## config.mk

```make
export PLATFORM = sky130hd
export DESIGN_NAME = vga_timing_delay_flat
export DESIGN_NICKNAME = d
export VERILOG_FILES = /design/src/rtl/vga_timing_delay_if.sv /design/src/rtl/vga_timing_delay.sv /design/src/flat_wrapper.sv
export SDC_FILE = /design/constraint.sdc
export NUM_CORES = 1
export LEC_CHECK = 0
export ABC_AREA = 1
export BUFFER_PORTS_ARGS = -buffer_cell sky130_fd_sc_hd__buf_2
export CORE_MARGIN = 3
export CORE_UTILIZATION = 40
export DETAILED_ROUTE_END_ITERATION = 8
export PLACE_DENSITY_LB_ADDON = 0.25
export RECOVER_POWER = 25
export SKIP_LAST_GASP = 1
export SLEW_MARGIN = 20
export SYNTH_ARGS = -nofsm -noshare
export SYNTH_HDL_FRONTEND = slang
export SYNTH_SLANG_ARGS = --single-unit
```

## constraint.sdc

```tcl
create_clock -name clk -period 3.42 [get_ports clk]
set_input_delay 0.171 -clock clk [delete_from_list [all_inputs] [get_ports clk]]
set_output_delay 0.171 -clock clk [all_outputs]
set_load 0.02 [all_outputs]
```

## src/rtl/vga_timing_delay_if.sv

```systemverilog
`default_nettype none
// ============================================================================
// Module      : vga_timing_delay_if
// Description : VGA timing bus plus mouse position pair. Used once on the
//               input side (slave) and once on the delayed output side
//               (master) of vga_timing_delay.
// Revision    : 1.0 - initial release
// ============================================================================
interface vga_timing_delay_if #(
  parameter int HW = 11,
  parameter int VW = 10,
  parameter int PW = 12
);
  logic [HW-1:0] hcount;
  logic [VW-1:0] vcount;
  logic          hblnk;
  logic          vblnk;
  logic          hsync;
  logic          vsync;
  logic [PW-1:0] xpos;
  logic [PW-1:0] ypos;

  // Producer side drives every field
  modport master (
    output hcount, vcount, hblnk, vblnk, hsync, vsync, xpos, ypos
  );

  // Consumer side reads every field
  modport slave (
    input hcount, vcount, hblnk, vblnk, hsync, vsync, xpos, ypos
  );
endinterface
`default_nettype wire

```

## src/rtl/vga_timing_delay.sv

```systemverilog
`default_nettype none
// ============================================================================
// Module      : vga_timing_delay
// Description : DEPTH-stage delay line for the VGA timing bus and the mouse
//               position pair. Positions are clamped to XMAX/YMAX before
//               entering the pipe. `primed` marks outputs carrying real
//               post-reset data.
//               Optional build macro VGA_DELAY_FRAME_LATCH_EN: the position
//               is latched on each vblnk rising edge so it stays constant
//               for a whole frame.
// Revision    : 1.0 - initial release
// ============================================================================
module vga_timing_delay #(
  parameter int DEPTH = 2,
  parameter int HW    = 11,
  parameter int VW    = 10,
  parameter int PW    = 12,
  parameter int XMAX  = 1023,
  parameter int YMAX  = 767
) (
  input  wire logic         clk,
  input  wire logic         rst,
  vga_timing_delay_if.slave  in_bus,
  vga_timing_delay_if.master out_bus,
  output logic              primed
);

  // One stage word: {hcount, vcount, hblnk, vblnk, hsync, vsync, xpos, ypos}
  localparam int              SW      = HW + VW + 4 + 2 * PW;
  localparam int              CW      = $clog2(DEPTH + 1);
  localparam logic [CW-1:0]   DEPTH_C = CW'(DEPTH);
  localparam logic [PW-1:0]   XMAX_C  = PW'(XMAX);
  localparam logic [PW-1:0]   YMAX_C  = PW'(YMAX);

  logic [PW-1:0] xc;
  logic [PW-1:0] yc;
  logic [PW-1:0] pos_x_in;
  logic [PW-1:0] pos_y_in;

  logic [SW-1:0] stage_q [DEPTH];
  logic [SW-1:0] stage_d [DEPTH];

  logic [CW-1:0] count_q;
  logic [CW-1:0] count_d;

  // Clamp the live position to the visible range (unsigned compare)
  always_comb begin
    xc = (in_bus.xpos > XMAX_C) ? XMAX_C : in_bus.xpos;
    yc = (in_bus.ypos > YMAX_C) ? YMAX_C : in_bus.ypos;
  end

`ifdef VGA_DELAY_FRAME_LATCH_EN
  logic          vblnk_prev_q;
  logic          vblnk_prev_d;
  logic [PW-1:0] held_x_q;
  logic [PW-1:0] held_x_d;
  logic [PW-1:0] held_y_q;
  logic [PW-1:0] held_y_d;
  logic          vblnk_rise;

  // Capture the clamped position on a vblnk rise; the fresh value bypasses
  // the hold register on that cycle so it lines up with vblnk_out rising.
  always_comb begin
    vblnk_rise   = in_bus.vblnk & ~vblnk_prev_q;
    vblnk_prev_d = in_bus.vblnk;
    held_x_d     = held_x_q;
    held_y_d     = held_y_q;
    if (vblnk_rise) begin
      held_x_d = xc;
      held_y_d = yc;
    end
    pos_x_in = held_x_d;
    pos_y_in = held_y_d;
  end

  // Edge-detect history and frame-held position
  always_ff @(posedge clk or posedge rst) begin
    if (rst) begin
      vblnk_prev_q <= 1'b0;
      held_x_q     <= '0;
      held_y_q     <= '0;
    end else begin
      vblnk_prev_q <= vblnk_prev_d;
      held_x_q     <= held_x_d;
      held_y_q     <= held_y_d;
    end
  end
`else
  // Live clamped position feeds the pipe every cycle
  always_comb begin
    pos_x_in = xc;
    pos_y_in = yc;
  end
`endif

  // Shift-register next state: stage 0 takes the input word, others shift
  always_comb begin
    stage_d[0] = {in_bus.hcount, in_bus.vcount,
                  in_bus.hblnk, in_bus.vblnk, in_bus.hsync, in_bus.vsync,
                  pos_x_in, pos_y_in};
    for (int i = 1; i < DEPTH; i++) begin
      stage_d[i] = stage_q[i-1];
    end
  end

  // Pipeline stages; reset discards all in-flight data
  always_ff @(posedge clk or posedge rst) begin
    if (rst) begin
      for (int i = 0; i < DEPTH; i++) begin
        stage_q[i] <= '0;
      end
    end else begin
      for (int i = 0; i < DEPTH; i++) begin
        stage_q[i] <= stage_d[i];
      end
    end
  end

  // Prime counter saturates at DEPTH once the pipe holds only fresh data
  always_comb begin
    count_d = (count_q == DEPTH_C) ? count_q : count_q + 1'b1;
  end

  // Prime counter register
  always_ff @(posedge clk or posedge rst) begin
    if (rst) begin
      count_q <= '0;
    end else begin
      count_q <= count_d;
    end
  end

  assign primed = (count_q == DEPTH_C);

  assign {out_bus.hcount, out_bus.vcount,
          out_bus.hblnk, out_bus.vblnk, out_bus.hsync, out_bus.vsync,
          out_bus.xpos, out_bus.ypos} = stage_q[DEPTH-1];

endmodule
`default_nettype wire

```

## src/flat_wrapper.sv

```systemverilog
// flat-port wrapper written by rule: the top's interface ports become plain ports
module vga_timing_delay_flat 
#(
  parameter int DEPTH = 2,
  parameter int HW    = 11,
  parameter int VW    = 10,
  parameter int PW    = 12,
  parameter int XMAX  = 1023,
  parameter int YMAX  = 767
)
  (clk, rst, primed, in_bus_hcount, in_bus_vcount, in_bus_hblnk, in_bus_vblnk, in_bus_hsync, in_bus_vsync, in_bus_xpos, in_bus_ypos, out_bus_hcount, out_bus_vcount, out_bus_hblnk, out_bus_vblnk, out_bus_hsync, out_bus_vsync, out_bus_xpos, out_bus_ypos);
  vga_timing_delay_if #(.HW(HW), .VW(VW), .PW(PW)) in_bus_i ();
  vga_timing_delay_if #(.HW(HW), .VW(VW), .PW(PW)) out_bus_i ();
  input  wire logic clk;
  input  wire logic rst;
  output logic primed;
  input wire logic [$bits(in_bus_i.hcount)-1:0] in_bus_hcount;
  input wire logic [$bits(in_bus_i.vcount)-1:0] in_bus_vcount;
  input wire logic [$bits(in_bus_i.hblnk)-1:0] in_bus_hblnk;
  input wire logic [$bits(in_bus_i.vblnk)-1:0] in_bus_vblnk;
  input wire logic [$bits(in_bus_i.hsync)-1:0] in_bus_hsync;
  input wire logic [$bits(in_bus_i.vsync)-1:0] in_bus_vsync;
  input wire logic [$bits(in_bus_i.xpos)-1:0] in_bus_xpos;
  input wire logic [$bits(in_bus_i.ypos)-1:0] in_bus_ypos;
  output wire logic [$bits(out_bus_i.hcount)-1:0] out_bus_hcount;
  output wire logic [$bits(out_bus_i.vcount)-1:0] out_bus_vcount;
  output wire logic [$bits(out_bus_i.hblnk)-1:0] out_bus_hblnk;
  output wire logic [$bits(out_bus_i.vblnk)-1:0] out_bus_vblnk;
  output wire logic [$bits(out_bus_i.hsync)-1:0] out_bus_hsync;
  output wire logic [$bits(out_bus_i.vsync)-1:0] out_bus_vsync;
  output wire logic [$bits(out_bus_i.xpos)-1:0] out_bus_xpos;
  output wire logic [$bits(out_bus_i.ypos)-1:0] out_bus_ypos;
  assign in_bus_i.hcount = in_bus_hcount;
  assign in_bus_i.vcount = in_bus_vcount;
  assign in_bus_i.hblnk = in_bus_hblnk;
  assign in_bus_i.vblnk = in_bus_vblnk;
  assign in_bus_i.hsync = in_bus_hsync;
  assign in_bus_i.vsync = in_bus_vsync;
  assign in_bus_i.xpos = in_bus_xpos;
  assign in_bus_i.ypos = in_bus_ypos;
  assign out_bus_hcount = out_bus_i.hcount;
  assign out_bus_vcount = out_bus_i.vcount;
  assign out_bus_hblnk = out_bus_i.hblnk;
  assign out_bus_vblnk = out_bus_i.vblnk;
  assign out_bus_hsync = out_bus_i.hsync;
  assign out_bus_vsync = out_bus_i.vsync;
  assign out_bus_xpos = out_bus_i.xpos;
  assign out_bus_ypos = out_bus_i.ypos;
  vga_timing_delay #(.DEPTH(DEPTH), .HW(HW), .VW(VW), .PW(PW), .XMAX(XMAX), .YMAX(YMAX)) u_core (.clk(clk), .rst(rst), .in_bus(in_bus_i), .out_bus(out_bus_i), .primed(primed));
endmodule
```

Word-level counts from Yosys, hierarchy flattened
Index checks and enable logic that the tools add are counted.

cells by class
  $add $sub $neg = 1
  $lt $le $gt $ge = 2
  eq/ne operators = 1
  mux-type cells = 2

operator list
  kind                    count
  $gt A12 B10 Y1 const B  2
  $mux W12                2
  $add A2 B1 Y2 const B   1
  $eq A2 B2 Y1 const B    1

storage, ports and cells
  register bits after elaboration = 100
  bits of input ports = 51
  output and inout port bits = 50
  word-level logic and storage cells = 9

Longest topological paths before layout
Gate-level depths: netlist of run 1.

  depth after elaboration = 2
  mapped depth = 4
  mapped depth without buffers = 4

Worst setup path before layout of run 1
OpenSTA, ideal clock, no wires.

  path kind = flip-flop to flip-flop
  start = reg u_core.count_q[0]
  end = reg u_core.count_q[1]
  library setup time = 0.134 ns
  data arrival time = 0.832 ns
  data required time = 3.286 ns
  slack = 2.454 ns
  cell stages (with the launch flop) = 4
  buffers on the path = 0
  clock period less this slack = 0.966 ns
  path through = dfrtp_1 > inv_1 > ha_1 > o21ai_0

between the ends
  cells in the longest elaborated chain, start to end = 1
  elaborated cells between the ends (all ways) = 2
  classes of those cells = add/sub: 1; eq/ne: 1

ends and longest elaborated chain
  item                    RTL line                 text
  from (decl)             vga_timing_delay.sv:43   logic [CW-1:0] count_q;
  from (signal assigned)  vga_timing_delay.sv:129  count_q <= count_d;
  $eq A2 B2 Y1            n/a
  named net primed        flat_wrapper.sv:16       output logic primed;

The timed path passes the listed nets, and every way through them passes these cells.
A chain may end at the register's enable or synchronous reset.

Worst setup path in the final report of run 1
  start = reg u_core.count_q[0]
  end = out primed

between the ends
  cells in the longest elaborated chain, start to end = 1

ends and longest elaborated chain
  item          RTL line                 text
  $eq A2 B2 Y1  vga_timing_delay.sv:133  assign primed = (count_q == DEPTH_C);
  to (decl)     flat_wrapper.sv:16

Every way passes these cells.

==> summary.txt, run 1 <==
Placement
  • Placer Congestion: 0.695
  • Dpl cell area: 3350 um^2
  • Post-placement cell count: 324
  • Pre-CTS setup slack: 2.34 ns
  • Port Buf Inserts: 100

Flow run
  • Max_cap viols: 0

Run status
  • Outcome: completed

Route
  • DR WL/cell: 12.1 um
  • WL final: around 4500 um
  • Remaining DRCs: 0
  • Vias/cell: 3.93
  • Final ANT Viol Nets: 0
  • Via count: 1,468
  • Pre-Repair DR Iteration Count: 2
  • DRT iter0 DRCs: 17

Clocking
  • CTS tree: done
  • Total CTS buffers: 9
  • Worst skew pair latency: 0.34 ns
  • Max Root-Sink Buffers: 2
  • CTS HTree Levels: 3
  • Clock sink count: 100
  • Reg clk slew, reported paths: 0.08 ns
  • Post-CTS setup buffer count: 0
  • Root Driver: clkbuf_8

Global routing
  • Pin count of the biggest net entering global routing: 48
  • Total grt overflow: 0
  • Total track usage: 12.5%
  • Initial antenna violation count: 0
  • First-pass GRT wire length: slightly above 7000 um
  • Vias in the first global route: 1,536

Critical path
  • R2R cell count: 3
  • Critical Path Source: u_core.count_q[0]
  • CP arrival: 1.18 ns
  • WS Path Type: flop to output pin
  • Worst-path fanout max: 4
  • CP endpoint kind: output pin
  • Worst EP required: between 3 and 4 ns
  • R2R Path Start: u_core.count_q[0]
  • RR Endpoint: u_core.count_q[1]
  • Reg2reg setup slack: 2.50 ns
  • Critical Path End: primed
  • Critical Path Start Type: flop

Power
  • Pleak: about 1.8 nW
  • Peak VDD IR: 0.000243 V
  • Clock power frac: 34.4%
  • Cell-internal power: around 0.0017 W
  • Comb pwr share: 7.3%
  • Switching share of power: 21.4%
  • Switch Pwr: 0.000457 W
  • Power Density: 551 nW/um^2
  • Sequential share of power: 58.2%

Layout
  • Diode count: 0
  • Filler cells: ~530
  • Layout net count: 344
  • Share of cells above drive strength 1: 39.7%
  • Fin cells: 374
  • Final core utilization: between 60% and 70%
  • Layout Area Growth over Synthesis: 42.5%
  • Design Area, Final: ~3900 um^2

Die
  • Initial core utilization: between 40 and 50%
  • IO Pins: around 100
  • Die Width: 88.5 um
  • Die Y: 88.5 um
  • Num rows: 29
  • DIE AREA: around 7800 um^2
  • Std-Cell Core Area: 6460 um^2

Timing
  • Rel. slew slack: 61.1%
  • Final Hold Viols: 0
  • Max-slew violations: 0
  • Setup WS post-layout: between 2 and 2.5 ns
  • Min Tclk post-route: 1.35 ns
  • Clock skew: 0.00783 ns
  • RSZ-0062 raised after global routing: false
  • Setup TNS: 0 ns
  • Setup-failing EPs final: 0
  • Worst Tran Pin Value: 0.581 ns
  • Final Cycle Share: between 30% and 40%
  • Max Clock Freq: 0.741 GHz

Worst hold path
  • Hold Path Class: input port to flop
  • Worst Hold Depth: 3

Yosys
  • Cell variety after synth: 11
  • Post-Syn Area per Cell: around 19 um^2
  • Seq cells post-synth: 100
  • Sequential fraction of the synthesis area: between 90 and 100%
  • Synthesized cell area: approximately 2700 um^2
  • Syn Inst Count: 142
  • Synth warn: 0
-- worst min-delay path by stage --
stage	startpoint	endpoint	slack, ns
finish	in_bus_xpos[9]	u_core.stage_d[21]	0.02
global route	in_bus_ypos[1]	u_core.stage_d[1]	0.02
CTS	in_bus_ypos[5]	u_core.stage_d[5]	0.0002
detailed placement	rst	u_core.out_bus.vcount[8]	0.15
global placement	rst	u_core.out_bus.vcount[8]	0.15
floorplan	in_bus_vsync	u_core.stage_d[24]	0.20
-- layout make-up --
class | count | area [um^2] | share of cell area, %
Sequential cell | 100 | 2500 | 64.5
Timing Repair Buffer | 136 | 856 | 22.0
Multi-Input combinational cell | 31 | 169 | 4.35
Clock buffer | 13 | 159 | 4.09
Tap cell | 77 | 96.3 | 2.48
Inverter | 14 | 55.1 | 1.42
Clock inverter | 3 | 45.0 | 1.16
-- layout by cell type, fill, tap and decap left out --
master,count
buf_2,100
buf_4,2
bufinv_16,1
clkbuf_1,2
clkbuf_8,11
clkinvlp_4,2
conb_1,4
dfrtp_1,100
dlygate4sd3_1,34
ha_1,1
inv_1,13
inv_4,1
nand2_1,12
nand2_4,1
nand3b_1,8
nor2_1,3
o21ai_0,1
xnor2_1,1
-- per-stage QoR --
step / total power, W / hold slack [ns]
6_report: 0.00214 / 0.0189
5_1_grt: 0.00222 / 0.0156
4_1_cts: 0.00216 / 0.000161
3_5_place_dp: 0.00140 / 0.154
3_3_place_gp: 0.00140 / 0.152
2_1_floorplan: 0.00133 / 0.202
-- power by group through the flow --
stage                     Clock [W]  Combinational [W]  Sequential (W)
final                      0.000736           0.000157         0.00124
after global routing       0.000799           0.000175         0.00125
after CTS                  0.000757           0.000162         0.00125
after detailed placement          0           0.000132         0.00127
after global placement            0           0.000130         0.00127
after floorplan                   0          0.0000300         0.00130
-- per-layer routing --
layer | GRT usage (%) | up-vias | part of all wire (%)
li1 | - | 724 | -
met1 | 14.7 | 679 | 43
met2 | 20.9 | 56 | 49
met3 | 2.89 | 9 | 5.7
met4 | 7.42 | 0 | 2.0
met5 | 0 | - | 0
-- registers in the layout, summed over array words and instances (netlist names) --
signal                 flops
u_core.out_bus.vsync       1
u_core.out_bus.xpos       12
u_core.stage_d            49
u_core.out_bus.vblnk       1
u_core.out_bus.ypos       12
u_core.out_bus.hcount     11
u_core.count_q             2
u_core.out_bus.vcount     10
u_core.out_bus.hsync       1
u_core.out_bus.hblnk       1
-- logic make-up after synthesis --
group                    synth area share, %
XOR/XNOR                               0.321
AO/OA/AOI/OAI                          0.183
buffers and inverters                   1.93
AND/OR/NAND/NOR                         5.14
other                                  0.138
flip-flops                              91.8
adder cells (fa/ha/maj)                0.459
-- timing repair --
| item | 4_1_cts | 5_1_grt |
|---|---|---|
| resized for setup | 0 | 0 |
| hold buffers | 34 | 0 |
| endpoints found under the hold margin | 57 | 0 |
-- critical path, cell delays in order, from the launching register on --
cell     delay, ns
dfrtp_1       0.39
inv_1         0.06
ha_1          0.20
buf_2         0.19
-- synth_stat cells --
library cell | count | share of area [%]
conb_1 | 1 | 0.14
dfrtp_1 | 100 | 92
ha_1 | 1 | 0.46
inv_1 | 14 | 1.9
nand2_1 | 12 | 1.7
nand2_4 | 1 | 0.41
nand3b_1 | 8 | 2.2
nor2_2 | 2 | 0.46
nor2_4 | 1 | 0.41
o21ai_0 | 1 | 0.18
xnor2_1 | 1 | 0.32
Note: power is estimated with default switching activity, not from simulation.
==> run 2: changes to the inputs <==
- clock period: 3.42 -> 1.2 ns (I/O delays scaled with it)
==> run 2 against run 1 <==
Net effect: the run now ends with negative hold slack, negative setup slack left; worst hold slack worse by 0.025 ns; design area increased by 9.7%; die area unchanged; combinational power increased to 3.4 times the previous value; power rose to 2.9 times the previous value; via count grew 13%; clock skew down 0.0016 ns; register-to-register slack got worse by 2.3 ns; sequential cell count did not move; sequential share of layout area shrank 5.7 points; largest cell class unchanged.
==> summary.txt, run 2 (synthesis gave the netlist of run 1 again) <==
Power
  • Cell-internal power: 0.00495 W (+190%)
  • Power Density: 1480 nW/um^2 (+170%)
  • Switching share of power: 21.3% (-0.033 points)
  • Pleak: 1.96 nW (+6.7%)
  • Sequential share of power: 56.4% (-1.8 points)
  • Peak VDD IR: 0.000822 V (+240%)
  • Comb pwr share: 8.5% (+1.2 points)
  • Clock power frac: 35.1% (+0.7 points)
  • Switch Pwr: 0.00134 W (+190%)

Route
  • Vias/cell: 4.08 (+4.0%)
  • Remaining DRCs: 0 (unchanged)
  • Pre-Repair DR Iteration Count: 3 (+1)
  • DR WL/cell: 12.5 um (+3.7%)
  • WL final: 5080 um (+13%)
  • DRT iter0 DRCs: 17 (unchanged)
  • Final ANT Viol Nets: 0 (unchanged)
  • Via count: 1,657 (+13%)

Timing
  • Setup-failing EPs final: 1 (+1)
  • Setup TNS: -0.0140 ns (-0.0140 ns)
  • Final Hold Viols: 2 (+2)
  • RSZ-0062 raised after global routing: true
  • Max-slew violations: 0 (unchanged)
  • Min Tclk post-route: 1.21 ns
  • Clock skew: 0.00627 ns (-0.00155 ns)
  • Max Clock Freq: 0.824 GHz
  • Setup WS post-layout: -0.0140 ns (-2.08 ns)
  • Hold Slack: -0.00636 ns (-0.0252 ns)
  • Final Cycle Share: 101%

Layout
  • Share of cells above drive strength 1: 38.9% (-0.82 points)
  • Filler cells: 451 (-14%)
  • Diode count: 0 (unchanged)
  • Commonest non-fill, non-tap cells in the layout: 100 x dfrtp_1, 99 x buf_2, 62 x dlygate4sd3_1
  • Commonest non-fill, non-tap cell in the layout: dfrtp_1
  • Layout Area Growth over Synthesis: 56.3%
  • Layout net count: 376 (+9.3%)
  • Largest register FFs: 49 (unchanged)

Clocking
  • Reg clk slew, reported paths: 0.08 ns (about the same)
  • Total CTS buffers: 9 (unchanged)
  • Clock sink count: 100 (unchanged)
  • Max Root-Sink Buffers: 2 (unchanged)
  • Root Driver: clkbuf_8
  • Worst skew pair latency: 0.34 ns (about the same)
  • CTS tree: done
  • CTS HTree Levels: 3 (unchanged)

Die
  • Die Y: 88.5 um (unchanged)
  • Initial core utilization: 42.2% (unchanged)
  • Std-Cell Core Area: 6460 um^2 (unchanged)
  • DIE AREA: 7840 um^2 (unchanged)
  • Num rows: 29 (unchanged)
  • IO Pins: 101 (unchanged)
  • Die Width: 88.5 um (unchanged)

Placement
  • DPL Wire Length: 3000 um
  • Placer Congestion: 0.662 (-4.7%)
  • Port Buf Inserts: 100 (unchanged)
  • Pre-CTS setup slack: 0.285 ns (-2.06 ns)

Critical path
  • Max incr delay on CP: 0.57 ns (+0.18 ns)
  • Critical-path top delay cell: dlygate4sd3_1
  • Worst-path fanout max: 2 (-2)
  • Critical Path Start Type: input port
  • CP endpoint kind: flop
  • Buf/Inv on CP: 4 (+2)
  • Crit path max-delay family: buffers and inverters
  • WS Path Type: input port to flop
  • Most common cell on crit path: dlygate4sd3_1
  • Crit path cell chain: buf_2 -> dlygate4sd3_1 -> inv_2 -> nand2_4 -> dlygate4sd3_1
  • Worst EP required: 1.42 ns (-1.83 ns)
  • CP arrival: 1.43 ns (+0.25 ns)

Run status
  • Failing checks: negative hold slack, negative setup slack
  • Outcome: complete, but fails checks

Global routing
  • Pin count of the biggest net entering global routing: 32 (-33%)
  • Total track usage: 14.4% (+1.9 points)
  • Total grt overflow: 0 (unchanged)
  • Initial antenna violation count: 0 (unchanged)
  • Vias in the first global route: 1,800 (+17%)
  • First-pass GRT wire length: 8250 um (+16%)

Flow run
  • Max_cap viols: 0 (unchanged)

Worst hold path
  • Hold Path Class: input port to flop
==> run 2: cell count changes in the layout (fill, tap and decap cells not counted), sizes merged <==
cell,delta
clkbuf,-3
buf,+4
bufinv,+1
clkinv,+2
dlygate4sd3,+28
==> run 2: final timing paths <==
kind / start / endpoint / slack (ns) / cells past startpoint
min reg2reg: u_core.stage_d[2] / u_core.out_bus.ypos[2] / 0.35 / 0
max in group asynchronous: rst / u_core.stage_d[8] / 0.43 / 4
min: in_bus_ypos[10] / u_core.stage_d[4] / -0.006 / 3
max: in_bus_ypos[9] / u_core.stage_d[9] / -0.01 / 5
max reg2reg: u_core.count_q[0] / u_core.count_q[0] / 0.22 / 4
min in group asynchronous: rst / u_core.out_bus.hcount[10] / 0.28 / 3
==> run 2: per-stage QoR <==
step	cells	utilization [%]	power [W]	area [um^2]
detailed placement	325	52.6	0.00401	3400
global route	406	65.9	0.00659	4260
finish	406	65.9	0.00630	4260
global placement	325	52.6	0.00400	3400
CTS	409	66.4	0.00638	4290
floorplan	145	-	0.00380	2740
==> run 2: what timing repair did <==
| item | CTS | global route |
|---|---|---|
| endpoints found under the hold margin | 61 | 0 |
| setup buffers | 2 | 1 |
| hold buffers | 66 | 0 |
| setup endpoints to repair | 1 | 6 |
| gates resized for setup | 2 | 1 |
| cloned | 0 | 0 |
==> run 2: tightest hold or removal path, delay by kind of cell <==
family	cells	cell delay, ns
simple gates	2	0.13
buf+inv	1	0.10
==> run 2: power groups by stage <==
stage	logic (W)	clock network (W)	registers, W
final	0.000536	0.00221	0.00355
after global routing	0.000593	0.00243	0.00356
after CTS	0.000544	0.00229	0.00355
after detailed placement	0.000393	0	0.00362
after global placement	0.000388	0	0.00361
after floorplan	0.0000863	0	0.00371
==> run 2: cell type report <==
type	count	area (um^2)	share of cell area, %
timing repair buffer	168	1210	28.3
multi-input combinational	31	184	4.32
clock inverter	6	86.3	2.03
clock buffer	10	128	3.00
tap	77	96.3	2.26
inverter	14	56.3	1.32
sequential	100	2500	58.8
==> run 2: metal layers <==
metal	track usage (%)	wire, um	vias to the layer above
met4	7.42	91	0
met3	3.91	363	9
met5	0	0	-
met2	24.0	2610	68
met1	17.0	2010	794
li1	-	-	786
